==> config.mk <==
export PLATFORM = sky130hd
export DESIGN_NAME = uart_rx_fifo
export DESIGN_NICKNAME = d
export VERILOG_FILES = /design/src/rtl/uart_pkg.sv /design/src/rtl/uart_fifo_mem.sv /design/src/rtl/uart_rx_fifo.sv
export SDC_FILE = /design/constraint.sdc
export NUM_CORES = 1
export LEC_CHECK = 0
export ABC_CLOCK_PERIOD_IN_PS = 3310
export CAP_MARGIN = 20
export CORE_MARGIN = 2
export CORE_UTILIZATION = 40
export DETAILED_ROUTE_END_ITERATION = 10
export DONT_BUFFER_PORTS = 1
export PLACE_DENSITY = 0.54
export REMOVE_ABC_BUFFERS = 1
export SYNTH_ARGS = -nofsm -noshare
export SYNTH_HDL_FRONTEND = slang
export SYNTH_SLANG_ARGS = --single-unit
==> constraint.sdc <==
create_clock -name clk -period 3.31 [get_ports clk]
set_input_delay 0.4965 -clock clk [delete_from_list [all_inputs] [get_ports clk]]
set_output_delay 0.4965 -clock clk [all_outputs]
set_load 0.05 [all_outputs]
==> src/rtl/uart_pkg.sv <==
// uart_pkg: shared UART receive-FIFO types and constants.
// Contents:
//   UART_RX_FIFO_DEPTH : default number of receive FIFO entries
//   UART_DWIDTH        : default character width
//   THR_*              : thr_sel encodings for the receive threshold interrupt
//   rx_entry_t         : packed FIFO entry {parity_err, frame_err, data}
package uart_pkg;
    localparam int UART_RX_FIFO_DEPTH = 16;
    localparam int UART_DWIDTH = 8;
    localparam logic [1:0] THR_ONE = 2'b00;
    localparam logic [1:0] THR_QUARTER = 2'b01;
    localparam logic [1:0] THR_HALF = 2'b10;
    localparam logic [1:0] THR_NEAR_FULL = 2'b11;
    typedef struct packed {
        logic parity_err;
        logic frame_err;
        logic [UART_DWIDTH-1:0] data;
    } rx_entry_t;
endpackage

==> src/rtl/uart_fifo_mem.sv <==
// uart_fifo_mem: DEPTH x WIDTH storage, one synchronous write port, one asynchronous read port.
// Ports:
//   clk     : clock
//   i_we    : write enable
//   i_waddr : write address
//   i_wdata : write data
//   i_raddr : read address
//   o_rdata : read data (combinational from i_raddr)
// Contents are never reset.
module uart_fifo_mem #(
    parameter int DEPTH = 16,
    parameter int WIDTH = 10
) (
    input  logic                     clk,
    input  logic                     i_we,
    input  logic [$clog2(DEPTH)-1:0] i_waddr,
    input  logic [WIDTH-1:0]         i_wdata,
    input  logic [$clog2(DEPTH)-1:0] i_raddr,
    output logic [WIDTH-1:0]         o_rdata
);
    logic [WIDTH-1:0] r_mem [DEPTH];
    always_ff @(posedge clk) begin
        if (i_we) r_mem[i_waddr] <= i_wdata;
    end
    assign o_rdata = r_mem[i_raddr];
endmodule

==> src/rtl/uart_rx_fifo.sv <==
// uart_rx_fifo: first-word fall-through receive FIFO with per-entry error tags and sticky overrun.
// Ports:
//   clk, rst                    : clock, synchronous active-high reset
//   wr_en, wdata                : write strobe and received character
//   frame_err_in, parity_err_in : error status of the character being written
//   rd_en                       : pop head entry
//   flush                       : discard all entries, clear overrun
//   ovr_clr                     : clear sticky overrun
//   rdata, frame_err, parity_err: head entry (valid while !empty)
//   empty, fifo_nfull, count    : occupancy status
//   overrun                     : sticky, set when a write is dropped on a full FIFO
//   thr_sel, rx_thr_irq         : occupancy threshold interrupt (only with RX_FIFO_THRESHOLD_EN)
// Build option: define RX_FIFO_THRESHOLD_EN to add the threshold interrupt.
module uart_rx_fifo
    import uart_pkg::*;
#(
    parameter int DEPTH = UART_RX_FIFO_DEPTH,
    parameter int DWIDTH = 8
) (
    input  logic                   clk,
    input  logic                   rst,
    input  logic                   wr_en,
    input  logic [DWIDTH-1:0]      wdata,
    input  logic                   frame_err_in,
    input  logic                   parity_err_in,
    input  logic                   rd_en,
    input  logic                   flush,
    input  logic                   ovr_clr,
    output logic [DWIDTH-1:0]      rdata,
    output logic                   frame_err,
    output logic                   parity_err,
    output logic                   empty,
    output logic                   fifo_nfull,
    output logic [$clog2(DEPTH):0] count,
`ifdef RX_FIFO_THRESHOLD_EN
    input  logic [1:0]             thr_sel,
    output logic                   rx_thr_irq,
`endif
    output logic                   overrun
);
    localparam int AW = $clog2(DEPTH);
    localparam int CW = AW + 1;
    logic [AW-1:0] r_wptr, r_rptr;
    logic [CW-1:0] r_count;
    logic r_ovr;
    logic w_full, w_empty, w_wr_acc, w_rd_acc, w_drop;
    logic [DWIDTH+1:0] w_head;
    assign w_full = r_count == CW'(DEPTH);
    assign w_empty = r_count == '0;
    // A write into a full FIFO is still accepted when a read frees a slot on the same edge.
    assign w_wr_acc = wr_en && (!w_full || rd_en);
    assign w_rd_acc = rd_en && !w_empty;
    assign w_drop = wr_en && w_full && !rd_en;
    always_ff @(posedge clk) begin
        if (rst || flush) begin
            r_wptr <= '0;
            r_rptr <= '0;
            r_count <= '0;
            r_ovr <= 1'b0;
        end else begin
            r_wptr <= r_wptr + AW'(w_wr_acc);
            r_rptr <= r_rptr + AW'(w_rd_acc);
            r_count <= r_count + CW'(w_wr_acc) - CW'(w_rd_acc);
            r_ovr <= w_drop ? 1'b1 : ovr_clr ? 1'b0 : r_ovr;
        end
    end
    // Entry layout matches rx_entry_t: {parity_err, frame_err, data}.
    uart_fifo_mem #(.DEPTH(DEPTH), .WIDTH(DWIDTH + 2)) u_mem (
        .clk     (clk),
        .i_we    (w_wr_acc && !rst && !flush),
        .i_waddr (r_wptr),
        .i_wdata ({parity_err_in, frame_err_in, wdata}),
        .i_raddr (r_rptr),
        .o_rdata (w_head)
    );
    assign {parity_err, frame_err, rdata} = w_head;
    assign empty = w_empty;
    assign fifo_nfull = w_full;
    assign count = r_count;
    assign overrun = r_ovr;
`ifdef RX_FIFO_THRESHOLD_EN
    logic [CW-1:0] w_level;
    always_comb begin
        w_level = thr_sel == THR_ONE     ? CW'(1)
                : thr_sel == THR_QUARTER ? CW'(DEPTH / 4)
                : thr_sel == THR_HALF    ? CW'(DEPTH / 2)
                :                          CW'(DEPTH - 2);
    end
    assign rx_thr_irq = r_count >= w_level;
`endif
endmodule

======== After elaboration in Yosys (flattened, before gate mapping) ========
Memories as Yosys holds them, arrays and structs flattened. A register that Yosys moved wholly into a read port is not among the register bits.
Cells that the tools add are included.
Widths: inputs -> output; s select.
operators by class
  multiplexer cells ....................... 5
  reductions and logical operators ........ 15
  eq/ne operators ......................... 1
  $add $sub $neg .......................... 4
operators by type and width
  kind                count
  $add 4x1->4         2
  $logic_and 1x1->1   6
  $add 5x1->5         1
  $eq 5x5->1 const B  1
  $logic_not 1->1     5
  $logic_not 5->1     1
  $sub 5x1->5         1
  $mux 1              4
  $mux 4              1
  $logic_or 1x1->1    2
  $reduce_bool 2->1   1
storage, ports and cells
  register bits after elaboration ......... 14
  RAM bits ................................ 160
  logic and storage cells ................. 30
  memories kept ........................... 1
memory list
  name         words  width  rd ports  clocked after Yosys merged registers in  write ports  line                 text
  u_mem.r_mem  16     10     1         1                                        1            uart_fifo_mem.sv:21  logic [WIDTH-1:0] r_mem [DEPTH];

======== Depth between registers and ports, before layout ========
Gate-level depths: netlist of the first run.
  depth in word-level cells ............... 8
  mapped depth ............................ 13
  depth with buffers taken out ............ 13

======== Hierarchy ========
From an unflattened synthesis of the first run, not the netlist that was laid out.
second synthesis, totals
  cells, all modules ...................... 344
  area, all modules ....................... 6894.1 sq um
by module, submodules not included
  module         cells each  area each (sq um)  seq. area each (sq um)  instances
  uart_fifo_mem  269         6153.4             4804.6                  1
  uart_rx_fifo   75          740.7              280.3                   1

======== Worst setup path after synthesis of the first run ========
Ideal clock, no wire load.
  path kind ............................... flip-flop to flip-flop
  from .................................... reg r_count[3], in the netlist count[3]
  to ...................................... reg r_count[4], in the netlist count[4]
  data arrival time ....................... 3891 ps
  library setup time ...................... 130 ps
  cell stages (with the launch flop) ...... 14
  clock period less this slack ............ 4021 ps
  setup slack ............................. -711 ps
  cells stage by stage .................... dfxtp_1 -> inv_1 -> ha_1 -> nor4b_1 -> nand2b_1 -> nand2_1 -> nand2_1 -> ha_1 -> inv_1 -> fa_1 -> nand2b_1 -> a21oi_1 -> o21ai_0 -> nor3b_1
RTL lines
  element                 line                text
  start, declared         uart_rx_fifo.sv:44  logic [CW-1:0] r_count;
  start signal, assigned  uart_rx_fifo.sv:63  r_count <= r_count + CW'(w_wr_acc) - CW'(w_rd_acc);
  $logic_not 5->1         uart_rx_fifo.sv:49  assign w_empty = r_count == '0;
  named net empty         uart_rx_fifo.sv:32  output logic empty,
  $logic_not 1->1         uart_rx_fifo.sv:52  assign w_rd_acc = rd_en && !w_empty;
  $logic_and 1x1->1       uart_rx_fifo.sv:52
  $sub 5x1->5             uart_rx_fifo.sv:63
The timed path passes the listed nets, and every way through them passes these cells.
A chain may end at the register's enable or synchronous reset.

==> results of run 1 <==
[through the flow]
| step | cell area (um^2) | setup TNS [ns] | power (mW) |
|---|---|---|---|
| floorplan | 6795 | -2.118 | 2.833 |
| global placement | 7321 | 0 | 2.925 |
| detailed placement | 7321 | 0 | 2.928 |
| CTS | 7824 | 0 | 4.649 |
| global route | 7824 | 0 | 4.766 |
| finish | 7824 | 0 | 4.601 |
[power breakdown]
group / switching, mW / internal (mW) / total [mW]
sequential: 0.0282 / 2.42 / 2.45
clock: 0.788 / 0.940 / 1.73
combinational: 0.255 / 0.171 / 0.426
[area by class of cell]
cell class	instances	area [um^2]	share of cell area [%]
Timing Repair Buffer	27	215.2	2.751
Multi-Input combinational cell	151	1707	21.81
Tap cell	225	281.5	3.598
Clock buffer	18	429.2	5.485
Clock inverter	12	73.82	0.9435
Sequential cell	174	5087	65.02
Inverter	8	30.03	0.3838
[kinds of logic after synthesis]
kind of cell / share of synthesized area, %
xor gates and xnor gates: 1.016
DFF: 73.74
buffers and inverters: 1.887
AOI/OAI and AO/OA: 2.758
muxes: 14.04
adders and majority gates: 1.742
and+or+nand+nor: 4.809
[per-layer routing]
layer / vias up / track usage (%) / share of wire [%]
met1: 1666 / 20.52 / 44
met4: 0 / 5.729 / 1.4
li1: 1483 / - / -
met3: 15 / 4.976 / 4.8
met2: 62 / 26.51 / 50
met5: - / 0 / 0
[state kept, by name, indices dropped and copies added, names as in the netlist]
register     flops
overrun          1
r_rptr           4
count            5
r_wptr           4
u_mem.r_mem    160
[worst min path at each step]
stage | end | slack, ns | cells after the start
after floorplan | r_rptr[3] | 0.53 | 2
final | u_mem.r_mem[15][3] | 0.16 | 0
after global placement | r_rptr[3] | 0.57 | 2
after detailed placement | r_rptr[2] | 0.58 | 2
after CTS | u_mem.r_mem[13][7] | 0.15 | 0
after global routing | u_mem.r_mem[14][3] | 0.14 | 0
[layout by cell type, fill, tap and decap left out, types with 3 or more instances in the layout]
cell type	n
a21oi_1	3
a22oi_1	20
and2_1	6
buf_4	26
clkbuf_16	17
clkinv_1	3
clkinv_2	3
clkinvlp_4	4
dfxtp_1	12
edfxtp_1	160
ha_1	8
inv_1	8
mux4_1	18
mux4_2	22
nand2_1	13
nand2b_1	4
nor2_1	25
nor2b_1	3
nor3_2	4
xnor2_1	5
xor2_1	3
==> qor.txt, run 1 <==
Status = completed
Avg WL per Cell = 22.28 um
CTS tree = done
CP Launch Type = register
Critical Path Slowest Stage Cell = mux4_1
Asr flop ratio synth = 0%
Placed Instances = 585
Top cell type's share of synthesized area = 69.68%
FF-to-FF End = count[4]
CP max FO = 41
RSZ-0062 raised after global routing = false
Mean post-synth cell area = 19.81 um^2
Min Tclk post-route = 2.904 ns
CP endpoint kind = primary output
CP arrival = 2.41 ns
Post CTS Setup Buffer Count = 0
Worst-case clock buffer depth = 2
Via count = 3226
Synth Cell Area = 6895 um^2
Number of global-route vias before repair = 3355
WHS = 0.1638 ns
Worst vdd ir = 0.3738 mV
Critical-path cell list = buf_12, mux4_1, a22oi_1, nand2_1
Hold WC Path Type = input port to register
Ant diodes = 0
Die ar. = 18300 um^2
HP Start = wdata[3]
Initial DRT Pass Iterations = 4
Post-Route Utilization = 45.87%
Grt ovf = 0
Final ANT Viol Nets = 0
Sink Count = 174
PostCTS Resize Cnt = 0
Final WL = 13700 um
Clk slew on worst S/H paths = 0.06 ns
Via density = 5.246
R2R cell count = 11
Post-route setup slack = 0.4057 ns
Cell count along the critical path = 4
Crit path largest cell delay = 0.63 ns
CTS buffer count = 17
Post-synth top flop = edfxtp_1
Critical Path RT = 2.81 ns
Skew-Pair Late Insertion Delay = 0.42 ns
CP top delay family = multiplexers
Final setup fails = 0
Critical path class = register to primary output
Core region area = 17060 um^2
Setup crit end = rdata[5]
Synth cell count leaders = edfxtp_1, nor2_1, mux4_2
PD cells = 588.1 nW/um^2
First-pass GRT wire length = 20730 um
Starting Density = 40.43%
Final Skew = 0.005975 ns
RR Startpoint = count[4]
Htree depth = 4
IO buf count = 0
Initial DRC Count = 232
I/O Pins = 34
GPL Wtd Cong = 0.7322
Fin crit share = 87.74%
Nets = 404
Fin. max-slew vios = 0
Setup slack, reg-to-reg = 0.66 ns
Largest net degree at the start of global routing = 42
Max_slew headroom = 31.31%
EDFF count, synth = 160
GRT Overall Usage = 16.17%
Count of cell types in the netlist = 35
Cells after Synth = 348
YS warnings = 0
Area Overhead vs Synth = 13.46%
Cts hold-fix bufs = 0
Die Y = 135.3 um
Worst-Margin Slew = 1.027 ns
Final Hold Viols = 0
FF+latch count, synth = 174
Buf+Inv Stages, Crit Path = 1
Layout fillers = 1471
Leakage = 2.513 nW
Share of post-route cells with drive strength above 1 = 21.28%
Synth top area cells = edfxtp_1, mux4_2, mux4_1
Max Cap Violations = 0
Pre-CTS WS = 0.6675 ns
Final std cells w/o fill = 615
Post-DP HPWL = 8429 um
Critical Path Start = r_rptr[0]
Clock root buffer = clkbuf_16
DRC errors left = 0
Die X = 135.3 um
Sequential fraction of the synthesis area = 73.74%
Initial antenna violation count = 0
FMAX = 344.3 MHz
Row count = 48
Largest area contributor in the netlist = edfxtp_1
Top-count cell post-synth = edfxtp_1
(Power assumes the default switching activity.)
==> inputs of run 2 (changes only) <==
- CTS_BUF_LIST: unset -> sky130_fd_sc_hd__clkbuf_16
==> run 2 against run 1 <==
  * Register-to-register slack hardly changed
  * Clock-buffer cell count is 1 lower
  * Sequential share of layout area stayed put
  * Clock power hardly changed
  * Global-route usage stayed put
  * Largest cell class unchanged
  * Non-clock buffer count stayed put
  * Critical path depth stayed put
  * Clock skew is 0.0030 ns higher
  * Fmax hardly changed
  * Critical path type unchanged
  * Highest routed layer unchanged
  * Final cell count stayed put
  * Largest power group unchanged
  * Die area stayed put
  * Core utilization stayed put
==> qor.txt, run 2 (synthesis gave the netlist of run 1 again) <==
Final Cell Area = 7824 um^2 (unchanged)
Hold WC Path Type = input port to register (unchanged)
CP endpoint kind = primary output (unchanged)
Status = completed (unchanged)
Most frequent cells in the layout = edfxtp_1, buf_4, nor2_1 (unchanged)
Clock group share of total power = 37.5% (was 37.6%)
Max_slew headroom = 31.39% (was 31.31%)
Final ANT Viol Nets = 0 (unchanged)
Final WL = 13720 um (was 13700 um)
Min Tclk post-route = 2.907 ns (was 2.904 ns)
Skew-Pair Late Insertion Delay = 0.43 ns (was 0.42 ns)
Sw Pwr = 1.070 mW (was 1.071 mW)
Final Skew = 0.008999 ns (was 0.005975 ns)
Internal power = 3.527 mW (was 3.530 mW)
PD cells = 587.5 nW/um^2 (was 588.1 nW/um^2)
Core region area = 17060 um^2 (unchanged)
DP Area = 7321 um^2 (unchanged)
Leakage = 2.517 nW (was 2.513 nW)
CTS tree = done (unchanged)
Fin crit share = 87.83% (was 87.74%)
Placed Instances = 585 (unchanged)
Avg WL per Cell = 22.30 um (was 22.28 um)
Cts hold-fix bufs = 0 (unchanged)
CP Launch Type = register (unchanged)
Critical Path Start = r_rptr[0] (unchanged)
Logic pwr share = 9.3% (about the same)
Post-DP HPWL = 8429 um (unchanged)
CP max FO = 41 (unchanged)
Sequential share of power = 53.2% (about the same)
Setup TNS = 0 ns (unchanged)
Pre-CTS WS = 0.6675 ns (unchanged)
Commonest non-fill, non-tap cell in the layout = edfxtp_1 (unchanged)
Worst vdd ir = 0.3740 mV (was 0.3738 mV)
WHS = 0.1635 ns (was 0.1638 ns)
Critical path class = register to primary output (unchanged)
I/O Pins = 34 (unchanged)
Worst-case clock buffer depth = 2 (unchanged)
Post-route setup slack = 0.4028 ns (was 0.4057 ns)
CTS buffer count = 17 (unchanged)
HP Start = wdata[6] (was wdata[3])
Htree depth = 4 (unchanged)
FMAX = 344.0 MHz (was 344.3 MHz)
Die Y = 135.3 um (unchanged)
Initial antenna violation count = 0 (unchanged)
Top reg by flops = u_mem.r_mem (unchanged)
Clock root buffer = clkbuf_16 (unchanged)
Number of global-route vias before repair = 3355 (unchanged)
Die X = 135.3 um (unchanged)
Initial DRT Pass Iterations = 4 (unchanged)
Pwr Total = 4.597 mW (was 4.601 mW)
Max Cap Violations = 0 (unchanged)
Worst-Margin Slew = 1.025 ns (was 1.027 ns)
Post CTS Setup Buffer Count = 0 (unchanged)
Met3 usage = 4.976% (unchanged)
CP arrival = 2.41 ns (about the same)
Number of flip-flops in the largest register = 160 (unchanged)
Nets = 404 (unchanged)
Grt met1 use = 20.52% (unchanged)
PostCTS Resize Cnt = 0 (unchanged)
Row count = 48 (unchanged)
Fin. max-slew vios = 0 (unchanged)
Share of post-route cells with drive strength above 1 = 21.28% (unchanged)
Final setup fails = 0 (unchanged)
RR Startpoint = count[4] (unchanged)
Via count = 3237 (was 3226)
First-pass GRT wire length = 20730 um (unchanged)
Via density = 5.263 (was 5.246)
GPL Wtd Cong = 0.7322 (unchanged)
IO buf count = 0 (unchanged)
Die ar. = 18300 um^2 (unchanged)
GRT busiest layer = met2 (unchanged)
Grt ovf = 0 (unchanged)
Critical Path RT = 2.81 ns (about the same)
Starting Density = 40.43% (unchanged)
Initial DRC Count = 232 (unchanged)
Largest net degree at the start of global routing = 42 (unchanged)
Area Overhead vs Synth = 13.46% (unchanged)
Final Hold Viols = 0 (unchanged)
Sink Count = 174 (unchanged)
GRT Overall Usage = 16.17% (unchanged)
Post-Route Utilization = 45.87% (unchanged)
Ant diodes = 0 (unchanged)
RSZ-0062 raised after global routing = false (unchanged)
Final std cells w/o fill = 615 (unchanged)
DRC errors left = 0 (unchanged)
Clk slew on worst S/H paths = 0.06 ns (about the same)
Sw Share = 23.27% (was 23.28%)
Met2 usage = 26.51% (unchanged)
-- run 2: cell count changes in the layout (fill, tap and decap cells not counted) --
cell and delta:
clkbuf_1 -1, inv_1 +1
-- run 2: layout make-up --
cell class | instances | area [um^2]
sequential | 174 | 5087
inverter | 8 | 30.03
multi-input combinational | 151 | 1707
clock inverter | 13 | 77.57
fill | 1471 | 9233
timing repair buffer | 27 | 215.2
clock buffer | 17 | 425.4
tap | 225 | 281.5
-- run 2: worst paths after layout --
| path | endpoint | slack [ns] | cells past startpoint |
|---|---|---|---|
| setup / recovery | rdata[5] | 0.40 | 4 |
| hold / removal | u_mem.r_mem[0][6] | 0.16 | 0 |
| setup reg to reg | count[4] | 0.66 | 11 |
| hold reg to reg | r_rptr[2] | 0.59 | 2 |
-- run 2: layer usage --
metal / part of all wire (%) / up-vias
li1: - / 1484
met1: 44 / 1673
met2: 50 / 65
met3: 4.7 / 15
met4: 1.4 / 0
met5: 0 / -
-- run 2: power groups by stage --
| stage | Sequential, mW | Combinational [mW] | Clock, mW |
|---|---|---|---|
| 2_1_floorplan | 2.54 | 0.289 | 0 |
| 3_3_place_gp | 2.49 | 0.432 | 0 |
| 3_5_place_dp | 2.49 | 0.434 | 0 |
| 4_1_cts | 2.45 | 0.435 | 1.76 |
| 5_1_grt | 2.45 | 0.468 | 1.85 |
| 6_report | 2.45 | 0.426 | 1.72 |
-- run 2: critical path, stage by stage (launching register included) --
cell     delay, ns
dfxtp_2       0.34
buf_12        0.27
mux4_1        0.63
a22oi_1       0.28
nand2_1       0.40
